**src/rtl/axi4lite_master_if.sv**
```systemverilog
// AXI4-Lite bus bundle between the initiator and a responder.
// Channels: AW (address write), W (write data), B (write response),
//           AR (address read), R (read data/response).
// Handshake rule on every channel: a beat transfers on a rising clock edge
// where VALID and READY are both 1; the source holds VALID and payload stable
// until that edge and never withdraws VALID before it.
// Modports:
//   master - drives AW/W/AR payload + VALID and B_READY/R_READY
//   slave  - drives AW/W/AR READY and B/R payload + VALID
interface axi4lite_master_if #(
   parameter int AXI_ADDR_WIDTH = 32,
   parameter int AXI_DATA_WIDTH = 32
);
   logic [AXI_ADDR_WIDTH-1:0] AW_ADDR;
   logic                      AW_VALID;
   logic                      AW_READY;
   logic [AXI_DATA_WIDTH-1:0] W_DATA;
   logic                      W_VALID;
   logic                      W_READY;
   logic [1:0]                B_RESP;
   logic                      B_VALID;
   logic                      B_READY;
   logic [AXI_ADDR_WIDTH-1:0] AR_ADDR;
   logic                      AR_VALID;
   logic                      AR_READY;
   logic [AXI_DATA_WIDTH-1:0] R_DATA;
   logic [1:0]                R_RESP;
   logic                      R_VALID;
   logic                      R_READY;

   modport master (
      output AW_ADDR, AW_VALID, W_DATA, W_VALID, B_READY,
      output AR_ADDR, AR_VALID, R_READY,
      input  AW_READY, W_READY, B_RESP, B_VALID,
      input  AR_READY, R_DATA, R_RESP, R_VALID
   );

   modport slave (
      input  AW_ADDR, AW_VALID, W_DATA, W_VALID, B_READY,
      input  AR_ADDR, AR_VALID, R_READY,
      output AW_READY, W_READY, B_RESP, B_VALID,
      output AR_READY, R_DATA, R_RESP, R_VALID
   );
endinterface

```
**src/rtl/axi4lite_master.sv**
```systemverilog
// AXI4-Lite initiator: turns one local command at a time into a single
// AXI4-Lite write or read and returns the captured response.
// Ports:
//   A_CLK, A_RST          clock, synchronous active-high reset
//   cmd_valid/cmd_ready   command handshake; cmd_write, cmd_addr, cmd_wdata
//   rsp_valid/rsp_ready   response handshake; rsp_write, rsp_resp, rsp_rdata
//   timeout_err           sticky watchdog flag (responder stalled)
//   dbg_state             current FSM state for observation
//   axi                   AXI4-Lite master modport
// All AXI outputs come from flops or are decoded from the state register,
// so there is no combinational path from any input to any output.
module axi4lite_master #(
   parameter int AXI_ADDR_WIDTH = 32,
   parameter int AXI_DATA_WIDTH = 32,
   parameter int TIMEOUT_CYCLES = 1024
) (
   input  logic                      A_CLK,
   input  logic                      A_RST,
   input  logic                      cmd_valid,
   output logic                      cmd_ready,
   input  logic                      cmd_write,
   input  logic [AXI_ADDR_WIDTH-1:0] cmd_addr,
   input  logic [AXI_DATA_WIDTH-1:0] cmd_wdata,
   output logic                      rsp_valid,
   input  logic                      rsp_ready,
   output logic                      rsp_write,
   output logic [1:0]                rsp_resp,
   output logic [AXI_DATA_WIDTH-1:0] rsp_rdata,
   output logic                      timeout_err,
   output logic [2:0]                dbg_state,
   axi4lite_master_if.master         axi
);

   localparam logic [2:0] IDLE    = 3'd0;
   localparam logic [2:0] WR_REQ  = 3'd1;
   localparam logic [2:0] WR_RESP = 3'd2;
   localparam logic [2:0] RD_ADDR = 3'd3;
   localparam logic [2:0] RD_DATA = 3'd4;
   localparam logic [2:0] RSP     = 3'd5;

   // With TIMEOUT_CYCLES == 0 the limit is 0, the counter never moves and
   // the flag never sets, which disables the watchdog.
   localparam int CNT_W = (TIMEOUT_CYCLES > 0) ? $clog2(TIMEOUT_CYCLES + 1) : 1;
   localparam logic [CNT_W-1:0] CNT_MAX = CNT_W'(TIMEOUT_CYCLES);

   logic [2:0]                state;
   logic [AXI_ADDR_WIDTH-1:0] addr_q;
   logic [AXI_DATA_WIDTH-1:0] wdata_q;
   logic                      aw_valid_q;
   logic                      w_valid_q;
   logic                      ar_valid_q;
   logic                      aw_done;
   logic                      w_done;
   logic                      rsp_write_q;
   logic [1:0]                rsp_resp_q;
   logic [AXI_DATA_WIDTH-1:0] rsp_rdata_q;
   logic [CNT_W-1:0]          wd_cnt;
   logic                      timeout_q;

   logic cmd_hs;
   logic aw_hs;
   logic w_hs;
   logic ar_hs;
   logic aw_fin;
   logic w_fin;
   logic busy;

   assign cmd_hs = cmd_valid && (state == IDLE);
   assign aw_hs  = aw_valid_q && axi.AW_READY;
   assign w_hs   = w_valid_q && axi.W_READY;
   assign ar_hs  = ar_valid_q && axi.AR_READY;
   // A channel is finished if it completed earlier or completes this edge.
   assign aw_fin = aw_done || aw_hs;
   assign w_fin  = w_done || w_hs;
   assign busy   = (state == WR_REQ) || (state == WR_RESP) ||
                   (state == RD_ADDR) || (state == RD_DATA);

   always_ff @(posedge A_CLK) begin
      if (A_RST) begin
         state       <= IDLE;
         addr_q      <= '0;
         wdata_q     <= '0;
         aw_valid_q  <= 1'b0;
         w_valid_q   <= 1'b0;
         ar_valid_q  <= 1'b0;
         aw_done     <= 1'b0;
         w_done      <= 1'b0;
         rsp_write_q <= 1'b0;
         rsp_resp_q  <= 2'b00;
         rsp_rdata_q <= '0;
         wd_cnt      <= '0;
         timeout_q   <= 1'b0;
      end else begin
         case (state)
            IDLE: begin
               if (cmd_hs) begin
                  addr_q  <= cmd_addr;
                  wdata_q <= cmd_write ? cmd_wdata : '0;
                  aw_done <= 1'b0;
                  w_done  <= 1'b0;
                  state   <= cmd_write ? WR_REQ : RD_ADDR;
               end
            end
            WR_REQ: begin
               // VALIDs rise on the first WR_REQ cycle and each drops for
               // good once its own channel has handshaken.
               aw_done    <= aw_fin;
               w_done     <= w_fin;
               aw_valid_q <= !aw_fin;
               w_valid_q  <= !w_fin;
               if (aw_fin && w_fin) state <= WR_RESP;
            end
            WR_RESP: begin
               if (axi.B_VALID) begin
                  rsp_resp_q  <= axi.B_RESP;
                  rsp_write_q <= 1'b1;
                  rsp_rdata_q <= '0;
                  state       <= RSP;
               end
            end
            RD_ADDR: begin
               ar_valid_q <= !ar_hs;
               if (ar_hs) state <= RD_DATA;
            end
            RD_DATA: begin
               if (axi.R_VALID) begin
                  rsp_resp_q  <= axi.R_RESP;
                  rsp_rdata_q <= axi.R_DATA;
                  rsp_write_q <= 1'b0;
                  state       <= RSP;
               end
            end
            RSP: begin
               if (rsp_ready) begin
                  addr_q      <= '0;
                  wdata_q     <= '0;
                  rsp_write_q <= 1'b0;
                  rsp_resp_q  <= 2'b00;
                  rsp_rdata_q <= '0;
                  state       <= IDLE;
               end
            end
            default: state <= IDLE;
         endcase

         // Watchdog: flags a stall but never aborts the transaction.
         if (cmd_hs) begin
            wd_cnt <= '0;
         end else if (busy && (wd_cnt != CNT_MAX)) begin
            wd_cnt <= wd_cnt + 1'b1;
            if ((wd_cnt + 1'b1) == CNT_MAX) timeout_q <= 1'b1;
         end
      end
   end

   assign cmd_ready    = (state == IDLE);
   assign rsp_valid    = (state == RSP);
   assign rsp_write    = rsp_write_q;
   assign rsp_resp     = rsp_resp_q;
   assign rsp_rdata    = rsp_rdata_q;
   assign timeout_err  = timeout_q;
   assign dbg_state    = state;

   assign axi.AW_ADDR  = addr_q;
   assign axi.AR_ADDR  = addr_q;
   assign axi.W_DATA   = wdata_q;
   assign axi.AW_VALID = aw_valid_q;
   assign axi.W_VALID  = w_valid_q;
   assign axi.AR_VALID = ar_valid_q;
   assign axi.B_READY  = (state == WR_RESP);
   assign axi.R_READY  = (state == RD_DATA);

endmodule
```
**src/flat_wrapper.sv**
```systemverilog
// flat-port wrapper written by rule: the top's interface ports become plain ports
module axi4lite_master_flat 
#(
   parameter int AXI_ADDR_WIDTH = 32,
   parameter int AXI_DATA_WIDTH = 32,
   parameter int TIMEOUT_CYCLES = 1024
)
  (A_CLK, A_RST, cmd_valid, cmd_ready, cmd_write, cmd_addr, cmd_wdata, rsp_valid, rsp_ready, rsp_write, rsp_resp, rsp_rdata, timeout_err, dbg_state, axi_AW_ADDR, axi_AW_VALID, axi_W_DATA, axi_W_VALID, axi_B_READY, axi_AR_ADDR, axi_AR_VALID, axi_R_READY, axi_AW_READY, axi_W_READY, axi_B_RESP, axi_B_VALID, axi_AR_READY, axi_R_DATA, axi_R_RESP, axi_R_VALID);
  axi4lite_master_if #(.AXI_ADDR_WIDTH(AXI_ADDR_WIDTH), .AXI_DATA_WIDTH(AXI_DATA_WIDTH)) axi_i ();
  input  logic A_CLK;
  input  logic A_RST;
  input  logic cmd_valid;
  output logic cmd_ready;
  input  logic cmd_write;
  input  logic [AXI_ADDR_WIDTH-1:0] cmd_addr;
  input  logic [AXI_DATA_WIDTH-1:0] cmd_wdata;
  output logic rsp_valid;
  input  logic rsp_ready;
  output logic rsp_write;
  output logic [1:0] rsp_resp;
  output logic [AXI_DATA_WIDTH-1:0] rsp_rdata;
  output logic timeout_err;
  output logic [2:0] dbg_state;
  output wire logic [$bits(axi_i.AW_ADDR)-1:0] axi_AW_ADDR;
  output wire logic [$bits(axi_i.AW_VALID)-1:0] axi_AW_VALID;
  output wire logic [$bits(axi_i.W_DATA)-1:0] axi_W_DATA;
  output wire logic [$bits(axi_i.W_VALID)-1:0] axi_W_VALID;
  output wire logic [$bits(axi_i.B_READY)-1:0] axi_B_READY;
  output wire logic [$bits(axi_i.AR_ADDR)-1:0] axi_AR_ADDR;
  output wire logic [$bits(axi_i.AR_VALID)-1:0] axi_AR_VALID;
  output wire logic [$bits(axi_i.R_READY)-1:0] axi_R_READY;
  input wire logic [$bits(axi_i.AW_READY)-1:0] axi_AW_READY;
  input wire logic [$bits(axi_i.W_READY)-1:0] axi_W_READY;
  input wire logic [$bits(axi_i.B_RESP)-1:0] axi_B_RESP;
  input wire logic [$bits(axi_i.B_VALID)-1:0] axi_B_VALID;
  input wire logic [$bits(axi_i.AR_READY)-1:0] axi_AR_READY;
  input wire logic [$bits(axi_i.R_DATA)-1:0] axi_R_DATA;
  input wire logic [$bits(axi_i.R_RESP)-1:0] axi_R_RESP;
  input wire logic [$bits(axi_i.R_VALID)-1:0] axi_R_VALID;
  assign axi_AW_ADDR = axi_i.AW_ADDR;
  assign axi_AW_VALID = axi_i.AW_VALID;
  assign axi_W_DATA = axi_i.W_DATA;
  assign axi_W_VALID = axi_i.W_VALID;
  assign axi_B_READY = axi_i.B_READY;
  assign axi_AR_ADDR = axi_i.AR_ADDR;
  assign axi_AR_VALID = axi_i.AR_VALID;
  assign axi_R_READY = axi_i.R_READY;
  assign axi_i.AW_READY = axi_AW_READY;
  assign axi_i.W_READY = axi_W_READY;
  assign axi_i.B_RESP = axi_B_RESP;
  assign axi_i.B_VALID = axi_B_VALID;
  assign axi_i.AR_READY = axi_AR_READY;
  assign axi_i.R_DATA = axi_R_DATA;
  assign axi_i.R_RESP = axi_R_RESP;
  assign axi_i.R_VALID = axi_R_VALID;
  axi4lite_master #(.AXI_ADDR_WIDTH(AXI_ADDR_WIDTH), .AXI_DATA_WIDTH(AXI_DATA_WIDTH), .TIMEOUT_CYCLES(TIMEOUT_CYCLES)) u_core (.A_CLK(A_CLK), .A_RST(A_RST), .cmd_valid(cmd_valid), .cmd_ready(cmd_ready), .cmd_write(cmd_write), .cmd_addr(cmd_addr), .cmd_wdata(cmd_wdata), .rsp_valid(rsp_valid), .rsp_ready(rsp_ready), .rsp_write(rsp_write), .rsp_resp(rsp_resp), .rsp_rdata(rsp_rdata), .timeout_err(timeout_err), .dbg_state(dbg_state), .axi(axi_i));
endmodule
```
**config.mk**
```make
export PLATFORM = sky130hd
export DESIGN_NAME = axi4lite_master_flat
export DESIGN_NICKNAME = d
export VERILOG_FILES = /design/src/rtl/axi4lite_master_if.sv /design/src/rtl/axi4lite_master.sv /design/src/flat_wrapper.sv
export SDC_FILE = /design/constraint.sdc
export NUM_CORES = 1
export LEC_CHECK = 0
export BUFFER_PORTS_ARGS = -buffer_cell sky130_fd_sc_hd__clkbuf_2
export CELL_PAD_IN_SITES_DETAIL_PLACEMENT = 1
export CELL_PAD_IN_SITES_GLOBAL_PLACEMENT = 2
export CORE_MARGIN = 5
export CORE_UTILIZATION = 27
export CTS_CLUSTER_DIAMETER = 40
export CTS_CLUSTER_SIZE = 24
export DETAILED_ROUTE_END_ITERATION = 12
export HOLD_SLACK_MARGIN = 0.08
export PLACE_DENSITY_LB_ADDON = 0.25
export SLEW_MARGIN = 20
export SYNTH_ARGS = -nofsm -noshare
export SYNTH_HDL_FRONTEND = slang
export SYNTH_SLANG_ARGS = --single-unit
```
**constraint.sdc**
```tcl
create_clock -name A_CLK -period 4.6 [get_ports A_CLK]
set_clock_uncertainty 0.15 [all_clocks]
set_input_delay 0.92 -clock A_CLK [delete_from_list [all_inputs] [get_ports A_CLK]]
set_output_delay 0.92 -clock A_CLK [all_outputs]
set_load 0.01 [all_outputs]
```
==> results of run 1 <==
critical path: cells and delay by family, from the launching register on:
family,cells,cell delay (ns)
AND/OR/NAND/NOR,2,0.85
flip-flops,1,0.63
buffers and inverters,2,0.32
logic make-up after synthesis:
logic type               Yosys count
AND/OR/NAND/NOR                  269
buffers and inverters             86
AO/OA/AOI/OAI                    127
XOR/XNOR                          13
flip-flops                       119
adder cells (fa/ha/maj)            3
multiplexers                       3
synthesized netlist by cell type, drive strengths merged:
cell,n,area share [%]
o211ai,1,0.15
nor3b,4,0.78
clkbuf,22,1.6
nand4,4,0.49
o21a,2,0.29
or3b,2,0.34
or3,2,0.44
a21oi,110,11
nand2,104,7.7
a211oi,5,0.73
nand2b,2,0.24
ha,3,0.73
nor3,7,0.68
nor2,25,2.0
a21o,2,0.29
nand4b,1,0.17
a32oi,2,0.34
buf,57,8.5
nand3b,2,0.29
xnor2,5,0.86
nor4b,1,0.17
and4b,1,0.20
inv,7,0.51
nor2b,3,0.37
a41oi,1,0.17
nand3,104,10
o31ai,1,0.15
dfxtp,119,47
xor2,8,1.4
o41ai,1,0.17
o21bai,1,0.22
mux2i,3,0.59
and2,1,0.12
and4,1,0.17
o21ba,1,0.20
and3,3,0.37
nor4,2,0.54
state kept, by name, indices dropped and copies added (netlist names):
| register | cells |
|---|---|
| u_core.axi.W_VALID | 1 |
| u_core.rsp_write | 1 |
| u_core.timeout_err | 1 |
| u_core.axi.AR_VALID | 1 |
| u_core.wd_cnt | 11 |
| u_core.axi.W_DATA | 32 |
| u_core.rsp_rdata | 32 |
| u_core.rsp_resp | 2 |
| u_core.axi.AW_VALID | 1 |
| u_core.dbg_state | 3 |
| u_core.axi.AR_ADDR | 32 |
| u_core.aw_done | 1 |
| u_core.w_done | 1 |
per-layer routing:
metal  wire [um]  vias to the layer above  part of all wire [%]  track usage, %
met1        7100                     2410                    40           18.11
met3        1442                       24                   8.0           6.223
li1            -                     2489                     -               -
met4         350                        2                   2.0           5.592
met2        9020                      175                    50           28.56
met5          20                        -                  0.11               0
power by group through the flow:
| stage | Sequential (uW) | Combinational (uW) | Clock (uW) |
|---|---|---|---|
| floorplan | 1470 | 1220 | 0 |
| global placement | 1410 | 1630 | 0 |
| detailed placement | 1430 | 1660 | 0 |
| CTS | 1410 | 1670 | 1400 |
| global route | 1440 | 1810 | 1450 |
| finish | 1400 | 1630 | 1360 |
layout make-up:
type | count | area, um^2 | area share, %
inverters | 7 | 26.28 | 0.3850
repair buffers | 257 | 1304 | 19.10
multi-input cells | 415 | 2212 | 32.41
clock inverters | 12 | 141.4 | 2.071
flip-flops and latches | 119 | 2382 | 34.90
well taps | 234 | 292.8 | 4.290
clock buffers | 20 | 466.7 | 6.838
stage by stage:
stage,area (um^2),util (%)
after floorplan,5115,-
after global placement,6211,33.20
after detailed placement,6217,33.24
after CTS,6825,36.49
after global routing,6825,36.49
final,6825,36.49
final timing paths:
| check | start | endpoint | cells after the start |
|---|---|---|---|
| worst min register to register | u_core.axi.W_DATA[6] | u_core.axi.W_DATA[6] | 2 |
| worst max-delay path | u_core.dbg_state[2] | rsp_valid | 4 |
| worst max register to register | u_core.dbg_state[2] | u_core.axi.AR_ADDR[26] | 6 |
| worst min-delay path | u_core.axi.W_DATA[6] | u_core.axi.W_DATA[6] | 2 |
==> impl_results.html, run 1 <==
<table>
<tr><th>Metric</th><th>Value</th></tr>
<tr><th colspan="2">Outcome</th></tr>
<tr><td>Status</td><td>finished, final reports clean</td></tr>
<tr><th colspan="2">Route</th></tr>
<tr><td>Post-route DRC violation count</td><td>0</td></tr>
<tr><td>Wire length per cell after detailed routing</td><td>16.85 um</td></tr>
<tr><td>Number of routed nets with antenna violations</td><td>0</td></tr>
<tr><td>Vias per cell</td><td>around 4.8</td></tr>
<tr><td>Number of design-rule violations left by the first detailed-router iteration</td><td>160</td></tr>
<tr><td>Total routed wirelength</td><td>~18 mm</td></tr>
<tr><td>Number of iterations in the first detailed-routing pass</td><td>4</td></tr>
<tr><td>Total number of vias</td><td>5100</td></tr>
<tr><th colspan="2">Pwr</th></tr>
<tr><td>Logic pwr share</td><td>between 30 and 40%</td></tr>
<tr><td>Sw Pwr</td><td>around 1800 uW</td></tr>
<tr><td>Sequential fraction of design power</td><td>31.9%</td></tr>
<tr><td>Leakage dissipation</td><td>between 0.002 and 0.003 uW</td></tr>
<tr><td>Switching portion of total power</td><td>approximately two fifths</td></tr>
<tr><td>Internal portion of total power</td><td>between 2000 and 3000 uW</td></tr>
<tr><td>Clock group share of total power</td><td>30.9%</td></tr>
<tr><td>Final Power</td><td>around 4400 uW</td></tr>
<tr><td>Power density relative to cell area</td><td>roughly 640 nW/um^2</td></tr>
<tr><td>Maximum resistive drop on vdd</td><td>between 200 and 300 uV</td></tr>
<tr><th colspan="2">Clocking</th></tr>
<tr><td>Maximum buffer depth of the clock tree</td><td>2</td></tr>
<tr><td>Count of hold buffers inserted by post-cts repair</td><td>0</td></tr>
<tr><td>Clock tree root buffer cell</td><td>clkbuf_16</td></tr>
<tr><td>H-tree levels</td><td>4</td></tr>
<tr><td>Clk sinks</td><td>~120</td></tr>
<tr><td>Total CTS buffers</td><td>17</td></tr>
<tr><td>Number of buffers added for setup after CTS</td><td>0</td></tr>
<tr><td>Clock tree from TritonCTS</td><td>done</td></tr>
<tr><td>Clock latency on the worst-skew pair</td><td>between 0.4 and 0.5 ns</td></tr>
<tr><td>Clock-pin transition on the worst setup and hold timing paths</td><td>~0.06 ns</td></tr>
<tr><td>Count of instances resized after the clock tree is built</td><td>0</td></tr>
<tr><th colspan="2">Yosys</th></tr>
<tr><td>Syn. warnings</td><td>0</td></tr>
<tr><td>Xor/xnor cell area share of the yosys netlist</td><td>2.226%</td></tr>
<tr><td>Number of nets produced by synthesis</td><td>733</td></tr>
<tr><td>Number of different library cells in the post-synthesis netlist</td><td>46</td></tr>
<tr><td>Adder-cell area share of the yosys netlist</td><td>0.7339%</td></tr>
<tr><td>Post-synthesis mux area share</td><td>less than 1%</td></tr>
<tr><td>Number of instances in the synthesized netlist</td><td>620</td></tr>
<tr><td>Share of synthesized area occupied by flip-flops and latches</td><td>46.58%</td></tr>
<tr><td>Area of the mapped netlist</td><td>5115 um^2</td></tr>
<tr><td>Mean post-synth cell area</td><td>around 8.2 um^2</td></tr>
<tr><td>Largest family of logic cells by synthesized area</td><td>simple AND/OR/NAND/NOR gates</td></tr>
<tr><td>Simple-gate share of the synthesized area</td><td>25.22%</td></tr>
<tr><td>Flip-flop and latch count after synthesis</td><td>119</td></tr>
<tr><td>Fraction of the mapped netlist area in compound gates</td><td>14.07%</td></tr>
<tr><th colspan="2">Critical path</th></tr>
<tr><td>Critical path type</td><td>reg -&gt; out</td></tr>
<tr><td>Critical path cell sequence</td><td>nor2b_1 &gt; nand2_2 &gt; inv_1 &gt; clkbuf_2</td></tr>
<tr><td>Cell type of the slowest stage on the worst timing path</td><td>dfxtp_1</td></tr>
<tr><td>Peak per-stage delay on the critical path</td><td>0.63 ns</td></tr>
<tr><td>Maximum fanout along the worst path</td><td>35</td></tr>
<tr><td>Crit start category</td><td>register</td></tr>
<tr><td>Critical path capture point type</td><td>output pin</td></tr>
<tr><td>Critical Path AT</td><td>2.22 ns</td></tr>
<tr><td>Register-to-register setup slack</td><td>approximately 1.6 ns</td></tr>
<tr><td>Required time at the worst-slack endpoint</td><td>3.53 ns</td></tr>
<tr><th colspan="2">Die</th></tr>
<tr><td>Number of standard-cell rows in the floorplan</td><td>50</td></tr>
<tr><td>Boundary pin count</td><td>roughly 250</td></tr>
<tr><td>Initial Utilization</td><td>between 20 and 30%</td></tr>
<tr><td>Die area</td><td>between 20000 and 25000 um^2</td></tr>
<tr><td>Horizontal die dimension</td><td>~150 um</td></tr>
<tr><td>Core outline area</td><td>18710 um^2</td></tr>
<tr><td>Y dimension of the die</td><td>~150 um</td></tr>
<tr><th colspan="2">Place</th></tr>
<tr><td>Setup Slack @ Placement</td><td>roughly 1.6 ns</td></tr>
<tr><td>Count of placed standard cells including taps</td><td>1032</td></tr>
<tr><td>Buffers on Ports</td><td>about 250</td></tr>
<tr><td>Routability cong.</td><td>0.7733</td></tr>
<tr><td>HPWL after detailed placement</td><td>about 13 mm</td></tr>
<tr><th colspan="2">Min path</th></tr>
<tr><td>Worst hold-check path type</td><td>reg -&gt; reg</td></tr>
<tr><th colspan="2">GRT</th></tr>
<tr><td>Via count of the first global-routing pass</td><td>between 5000 and 6000</td></tr>
<tr><td>Maximum number of pins on one net before global-route repair</td><td>65</td></tr>
<tr><td>Global-route wire length before repair</td><td>between 20 and 30 mm</td></tr>
<tr><td>Initial antenna violation count</td><td>1</td></tr>
<tr><td>Total routing resource utilization after global routing</td><td>~16%</td></tr>
<tr><td>Remaining Overflow, GRT</td><td>0</td></tr>
<tr><th colspan="2">Timing</th></tr>
<tr><td>Number of endpoints with negative hold slack in the final report</td><td>0</td></tr>
<tr><td>Worst path setup slack after routing</td><td>about 1.3 ns</td></tr>
<tr><td>Setup Total Neg Slack</td><td>0 ns</td></tr>
<tr><td>Portion of the clock cycle consumed by the worst path in the final layout</td><td>between 70% and 80%</td></tr>
<tr><td>Final count of negative-setup-slack endpoints</td><td>0</td></tr>
<tr><td>Slew headroom</td><td>about two fifths</td></tr>
<tr><td>Slew Viols, Final</td><td>0</td></tr>
<tr><td>Worst Tran Pin Value</td><td>approximately 0.9 ns</td></tr>
<tr><td>Post-Route Hold Slack</td><td>around 0.30 ns</td></tr>
<tr><td>Maximum clock rate</td><td>just over 300 MHz</td></tr>
<tr><td>Minimum clock period</td><td>3.290 ns</td></tr>
<tr><td>RSZ-0062 raised after global routing</td><td>false</td></tr>
<tr><th colspan="2">Finish</th></tr>
<tr><td>Antenna diode count</td><td>0</td></tr>
<tr><td>Post-Layout Cell Count</td><td>between 1000 and 1500</td></tr>
<tr><td>Leading cell type in the layout, fill and taps excluded</td><td>clkbuf_2</td></tr>
<tr><td>Final-stage net count</td><td>930</td></tr>
<tr><td>Fraction of final layout cells with drive strength greater than 1</td><td>a little under two fifths</td></tr>
<tr><td>Highest-count cells in the layout ignoring fill and taps</td><td>clkbuf_2 (250), dfxtp_1 (119), a21oi_1 (105)</td></tr>
<tr><td>Layout overhead on the synthesized area</td><td>33.44%</td></tr>
<tr><td>Number of fill cells</td><td>2304</td></tr>
<tr><th colspan="2">Run</th></tr>
<tr><td>Number of maximum-capacitance constraint violations</td><td>0</td></tr>
</table>
No activity file was read; power rests on OpenSTA's default activity.
==> run 2: changes to the inputs <==
ABC_AREA = 1   (was default)
CORE_UTILIZATION = 25   (was 27)
clock period = 3.19 ns   (was 4.6 ns; I/O delays follow)
==> run 2 against run 1 <==
Net effect: power grew 50%; register-to-register slack lost 0.65 ns; critical path depth grew 1; setup slack lost 0.57 ns; cell count grew 12%; combinational power grew 48%; first-iteration DRC count shrank 10%; sequential share of layout area shrank 1.8 points; global-route usage shrank 2.2 points; via count grew 2.7%; synthesized area grew 4.6%; clock power grew 52%; highest routed layer is now met4.
==> impl_results.html, run 2 <==
<table>
<tr><th>Metric</th><th>Value</th></tr>
<tr><th colspan="2">Route</th></tr>
<tr><td>Total routed wirelength</td><td>between 15 and 20 mm</td></tr>
<tr><td>Number of routed nets with antenna violations</td><td>0</td></tr>
<tr><td>Wire length per cell after detailed routing</td><td>~15 um</td></tr>
<tr><td>Number of design-rule violations left by the first detailed-router iteration</td><td>~140</td></tr>
<tr><td>Post-route DRC violation count</td><td>0</td></tr>
<tr><td>Total number of vias</td><td>5239</td></tr>
<tr><td>Vias per cell</td><td>4.403</td></tr>
<tr><td>Number of iterations in the first detailed-routing pass</td><td>4</td></tr>
<tr><th colspan="2">Min path</th></tr>
<tr><td>Hold Crit Start</td><td>u_core.timeout_err</td></tr>
<tr><td>Worst hold-check path type</td><td>reg -&gt; reg</td></tr>
<tr><td>Cell depth of the worst hold path</td><td>2</td></tr>
<tr><td>Min-Delay Endpoint</td><td>u_core.timeout_err</td></tr>
<tr><th colspan="2">Yosys</th></tr>
<tr><td>Fraction of the mapped netlist area in compound gates</td><td>between 10% and 20%</td></tr>
<tr><td>Adder-cell area share of the yosys netlist</td><td>0.7018%</td></tr>
<tr><td>Yosys top cell area share</td><td>44.54%</td></tr>
<tr><td>Mean post-synth cell area</td><td>between 7 and 8 um^2</td></tr>
<tr><td>Area of the mapped netlist</td><td>about 5300 um^2</td></tr>
<tr><td>Largest family of logic cells by synthesized area</td><td>simple AND/OR/NAND/NOR gates</td></tr>
<tr><td>Post-synthesis mux area share</td><td>0%</td></tr>
<tr><td>Syn. warnings</td><td>0</td></tr>
<tr><td>Top-count cell post-synth</td><td>nand2_1</td></tr>
<tr><td>Number of instances in the synthesized netlist</td><td>between 600 and 700</td></tr>
<tr><td>EDFF count, synth</td><td>0</td></tr>
<tr><td>Share of synthesized area occupied by flip-flops and latches</td><td>between 40% and 50%</td></tr>
<tr><td>Synth area leader</td><td>dfxtp_1</td></tr>
<tr><td>Leading post-synthesis cells by cell area</td><td>dfxtp_1 (45%), nand2_1 (12%), a21oi_1 (10%)</td></tr>
<tr><td>Leading post-synthesis cells by instance count</td><td>nand2_1 (175), dfxtp_1 (119), a21oi_1 (108)</td></tr>
<tr><td>Flip-flop and latch count after synthesis</td><td>between 100 and 150</td></tr>
<tr><td>Number of different library cells in the post-synthesis netlist</td><td>34</td></tr>
<tr><td>Share of async-settable or async-resettable flops after synthesis</td><td>0%</td></tr>
<tr><td>Simple-gate share of the synthesized area</td><td>between 20% and 30%</td></tr>
<tr><td>Number of nets produced by synthesis</td><td>between 800 and 900</td></tr>
<tr><td>Xor/xnor cell area share of the yosys netlist</td><td>0%</td></tr>
<tr><td>Dominant register cell in the synthesized netlist</td><td>dfxtp_1</td></tr>
<tr><th colspan="2">Critical path</th></tr>
<tr><td>Crit start category</td><td>register</td></tr>
<tr><td>Critical path type</td><td>reg -&gt; out</td></tr>
<tr><td>Peak per-stage delay on the critical path</td><td>about 0.56 ns</td></tr>
<tr><td>Critical path cell sequence</td><td>nor2_4 &gt; nand2_1 &gt; clkinv_1 &gt; buf_4 &gt; clkbuf_2</td></tr>
<tr><td>Largest delay share family, worst path</td><td>flip-flops</td></tr>
<tr><td>Critical path capture point type</td><td>output pin</td></tr>
<tr><td>Critical Path AT</td><td>about 1.7 ns</td></tr>
<tr><td>FF-to-FF End</td><td>u_core.rsp_rdata[12]</td></tr>
<tr><td>Maximum fanout along the worst path</td><td>20</td></tr>
<tr><td>Path depth of the worst reg2reg path</td><td>7</td></tr>
<tr><td>Register-to-register setup slack</td><td>about 0.96 ns</td></tr>
<tr><td>Crit Reg-Reg Startpoint</td><td>u_core.dbg_state[0]</td></tr>
<tr><td>Required time at the worst-slack endpoint</td><td>between 2 and 2.5 ns</td></tr>
<tr><td>Buffers plus inverters on the worst setup path</td><td>3</td></tr>
<tr><td>Cell type of the slowest stage on the worst timing path</td><td>dfxtp_1</td></tr>
<tr><th colspan="2">Timing</th></tr>
<tr><td>Number of endpoints with negative hold slack in the final report</td><td>0</td></tr>
<tr><td>Setup Total Neg Slack</td><td>0 ns</td></tr>
<tr><td>Final count of negative-setup-slack endpoints</td><td>0</td></tr>
<tr><td>Slew headroom</td><td>roughly three fifths</td></tr>
<tr><td>Worst Tran Pin Value</td><td>~0.59 ns</td></tr>
<tr><td>Maximum clock rate</td><td>a little over 400 MHz</td></tr>
<tr><td>Minimum clock period</td><td>approximately 2.4 ns</td></tr>
<tr><td>Slew Viols, Final</td><td>0</td></tr>
<tr><td>Post-Route Hold Slack</td><td>between 0.3 and 0.4 ns</td></tr>
<tr><td>Portion of the clock cycle consumed by the worst path in the final layout</td><td>76.72%</td></tr>
<tr><td>RSZ-0062 raised after global routing</td><td>false</td></tr>
<tr><th colspan="2">Clocking</th></tr>
<tr><td>Count of hold buffers inserted by post-cts repair</td><td>0</td></tr>
<tr><td>Maximum buffer depth of the clock tree</td><td>2</td></tr>
<tr><td>H-tree levels</td><td>4</td></tr>
<tr><td>Clock tree root buffer cell</td><td>clkbuf_16</td></tr>
<tr><td>Clock-pin transition on the worst setup and hold timing paths</td><td>~0.06 ns</td></tr>
<tr><td>Total CTS buffers</td><td>17</td></tr>
<tr><td>Clock tree from TritonCTS</td><td>done</td></tr>
<tr><td>Number of buffers added for setup after CTS</td><td>0</td></tr>
<tr><td>Count of instances resized after the clock tree is built</td><td>0</td></tr>
<tr><td>Clk sinks</td><td>119</td></tr>
<tr><td>Clock latency on the worst-skew pair</td><td>between 0.4 and 0.5 ns</td></tr>
<tr><th colspan="2">GRT</th></tr>
<tr><td>Via count of the first global-routing pass</td><td>5065</td></tr>
<tr><td>Initial antenna violation count</td><td>0</td></tr>
<tr><td>Global-route wire length before repair</td><td>roughly 27 mm</td></tr>
<tr><td>Remaining Overflow, GRT</td><td>0</td></tr>
<tr><td>Total routing resource utilization after global routing</td><td>between 10 and 15%</td></tr>
<tr><td>Maximum number of pins on one net before global-route repair</td><td>roughly 130</td></tr>
<tr><th colspan="2">Pwr</th></tr>
<tr><td>Leakage dissipation</td><td>~0.0032 uW</td></tr>
<tr><td>Maximum resistive drop on vdd</td><td>~570 uV</td></tr>
<tr><td>Power density relative to cell area</td><td>~900 nW/um^2</td></tr>
<tr><td>Internal portion of total power</td><td>around 4000 uW</td></tr>
<tr><td>Switching portion of total power</td><td>slightly below 40%</td></tr>
<tr><td>Sequential fraction of design power</td><td>a little under a third</td></tr>
<tr><td>Logic pwr share</td><td>between 30 and 40%</td></tr>
<tr><td>Sw Pwr</td><td>between 2000 and 3000 uW</td></tr>
<tr><td>Clock group share of total power</td><td>31.4%</td></tr>
<tr><th colspan="2">Finish</th></tr>
<tr><td>Antenna diode count</td><td>0</td></tr>
<tr><td>Final-stage net count</td><td>1015</td></tr>
<tr><td>Leading cell type in the layout, fill and taps excluded</td><td>clkbuf_2</td></tr>
<tr><td>Highest-count cells in the layout ignoring fill and taps</td><td>clkbuf_2 (250), nand2_1 (175), dfxtp_1 (119)</td></tr>
<tr><td>Layout overhead on the synthesized area</td><td>34.53%</td></tr>
<tr><td>Fraction of final layout cells with drive strength greater than 1</td><td>35.08%</td></tr>
<tr><th colspan="2">Die</th></tr>
<tr><td>Boundary pin count</td><td>around 250</td></tr>
<tr><td>Y dimension of the die</td><td>156.3 um</td></tr>
<tr><td>Horizontal die dimension</td><td>~160 um</td></tr>
<tr><td>Number of standard-cell rows in the floorplan</td><td>53</td></tr>
<tr><td>Die area</td><td>between 20000 and 25000 um^2</td></tr>
<tr><td>Initial Utilization</td><td>between 20 and 30%</td></tr>
<tr><td>Core outline area</td><td>approximately 21000 um^2</td></tr>
<tr><th colspan="2">Place</th></tr>
<tr><td>Routability cong.</td><td>approximately 0.74</td></tr>
<tr><td>Buffers on Ports</td><td>between 200 and 300</td></tr>
<tr><td>HPWL after detailed placement</td><td>13.28 mm</td></tr>
<tr><th colspan="2">Run</th></tr>
<tr><td>Number of maximum-capacitance constraint violations</td><td>0</td></tr>
<tr><th colspan="2">Outcome</th></tr>
<tr><td>Status</td><td>finished, final reports clean</td></tr>
</table>
-- run 2: cell types whose count changed after synthesis, sizes merged, moves of 5 or more --
cell    before  now
nand2      104  187
nand3      104   47
or2          0   33
nand3b       2   32
inv          7   32
o21ai        0   16
a21oi      110  118
xor2         8    0
nor3         7    0
xnor2        5    0
-- run 2: layout make-up --
class | count | area (um^2)
well taps | 275 | 344.1
multi-input cells | 471 | 2370
repair buffers | 260 | 1339
inverters | 33 | 123.9
clock inverters | 13 | 193.9
fillers | 2662 | 13830
clock buffers | 19 | 442.9
flip-flops and latches | 119 | 2382
-- run 2: worst max-delay path by stage --
stage	startpoint	to	slack, ns	depth (start not counted)
finish	u_core.dbg_state[0]	axi_R_READY	0.74	5
global route	u_core.dbg_state[0]	axi_R_READY	0.61	5
CTS	u_core.dbg_state[0]	axi_R_READY	0.70	5
detailed placement	u_core.dbg_state[0]	u_core.rsp_rdata[12]	0.91	7
global placement	u_core.dbg_state[0]	u_core.rsp_rdata[29]	0.97	7
floorplan	u_core.dbg_state[0]	axi_R_READY	1.25	5
-- run 2: power groups by stage --
stage               clock network (uW)  registers [uW]  logic, uW
floorplan                            0            2190       1780
global placement                     0            2140       2490
detailed placement                   0            2150       2480
CTS                               2130            2120       2490
global route                      2190            2160       2720
finish                            2070            2110       2420
-- run 2: metrics by stage --
step	area (um^2)	total power [uW]	util [%]	worst slack, ns	cells
floorplan	5349	3968	-	1.251	698
CTS	7196	6743	34.23	0.7033	1190
global placement	6559	4627	31.20	0.9731	1158
global route	7196	7063	34.23	0.6109	1190
detailed placement	6559	4625	31.20	0.9095	1158
finish	7196	6602	34.23	0.7427	1190
-- run 2: logic make-up after synthesis --
group | count (synthesis)
DFF | 119
adders and majority gates | 3
and+or+nand+nor | 324
AOI/OAI and AO/OA | 144
buffers and inverters | 108
-- run 2: worst register-to-register path, stage by stage (launching register included) --
cell      delay, ns
dfxtp_1        0.56
nand3_4        0.12
buf_4          0.26
o211ai_1       0.24
nand2_2        0.09
inv_2          0.44
nand3_1        0.14
a21oi_1        0.17
-- run 2: routing by layer --
metal | share of wire [%] | up-vias | GRT usage (%)
li1 | - | 2661 | -
met1 | 45 | 2395 | 17.82
met2 | 44 | 166 | 21.83
met3 | 9.2 | 17 | 6.195
met4 | 1.6 | 0 | 4.339
met5 | 0 | - | 0
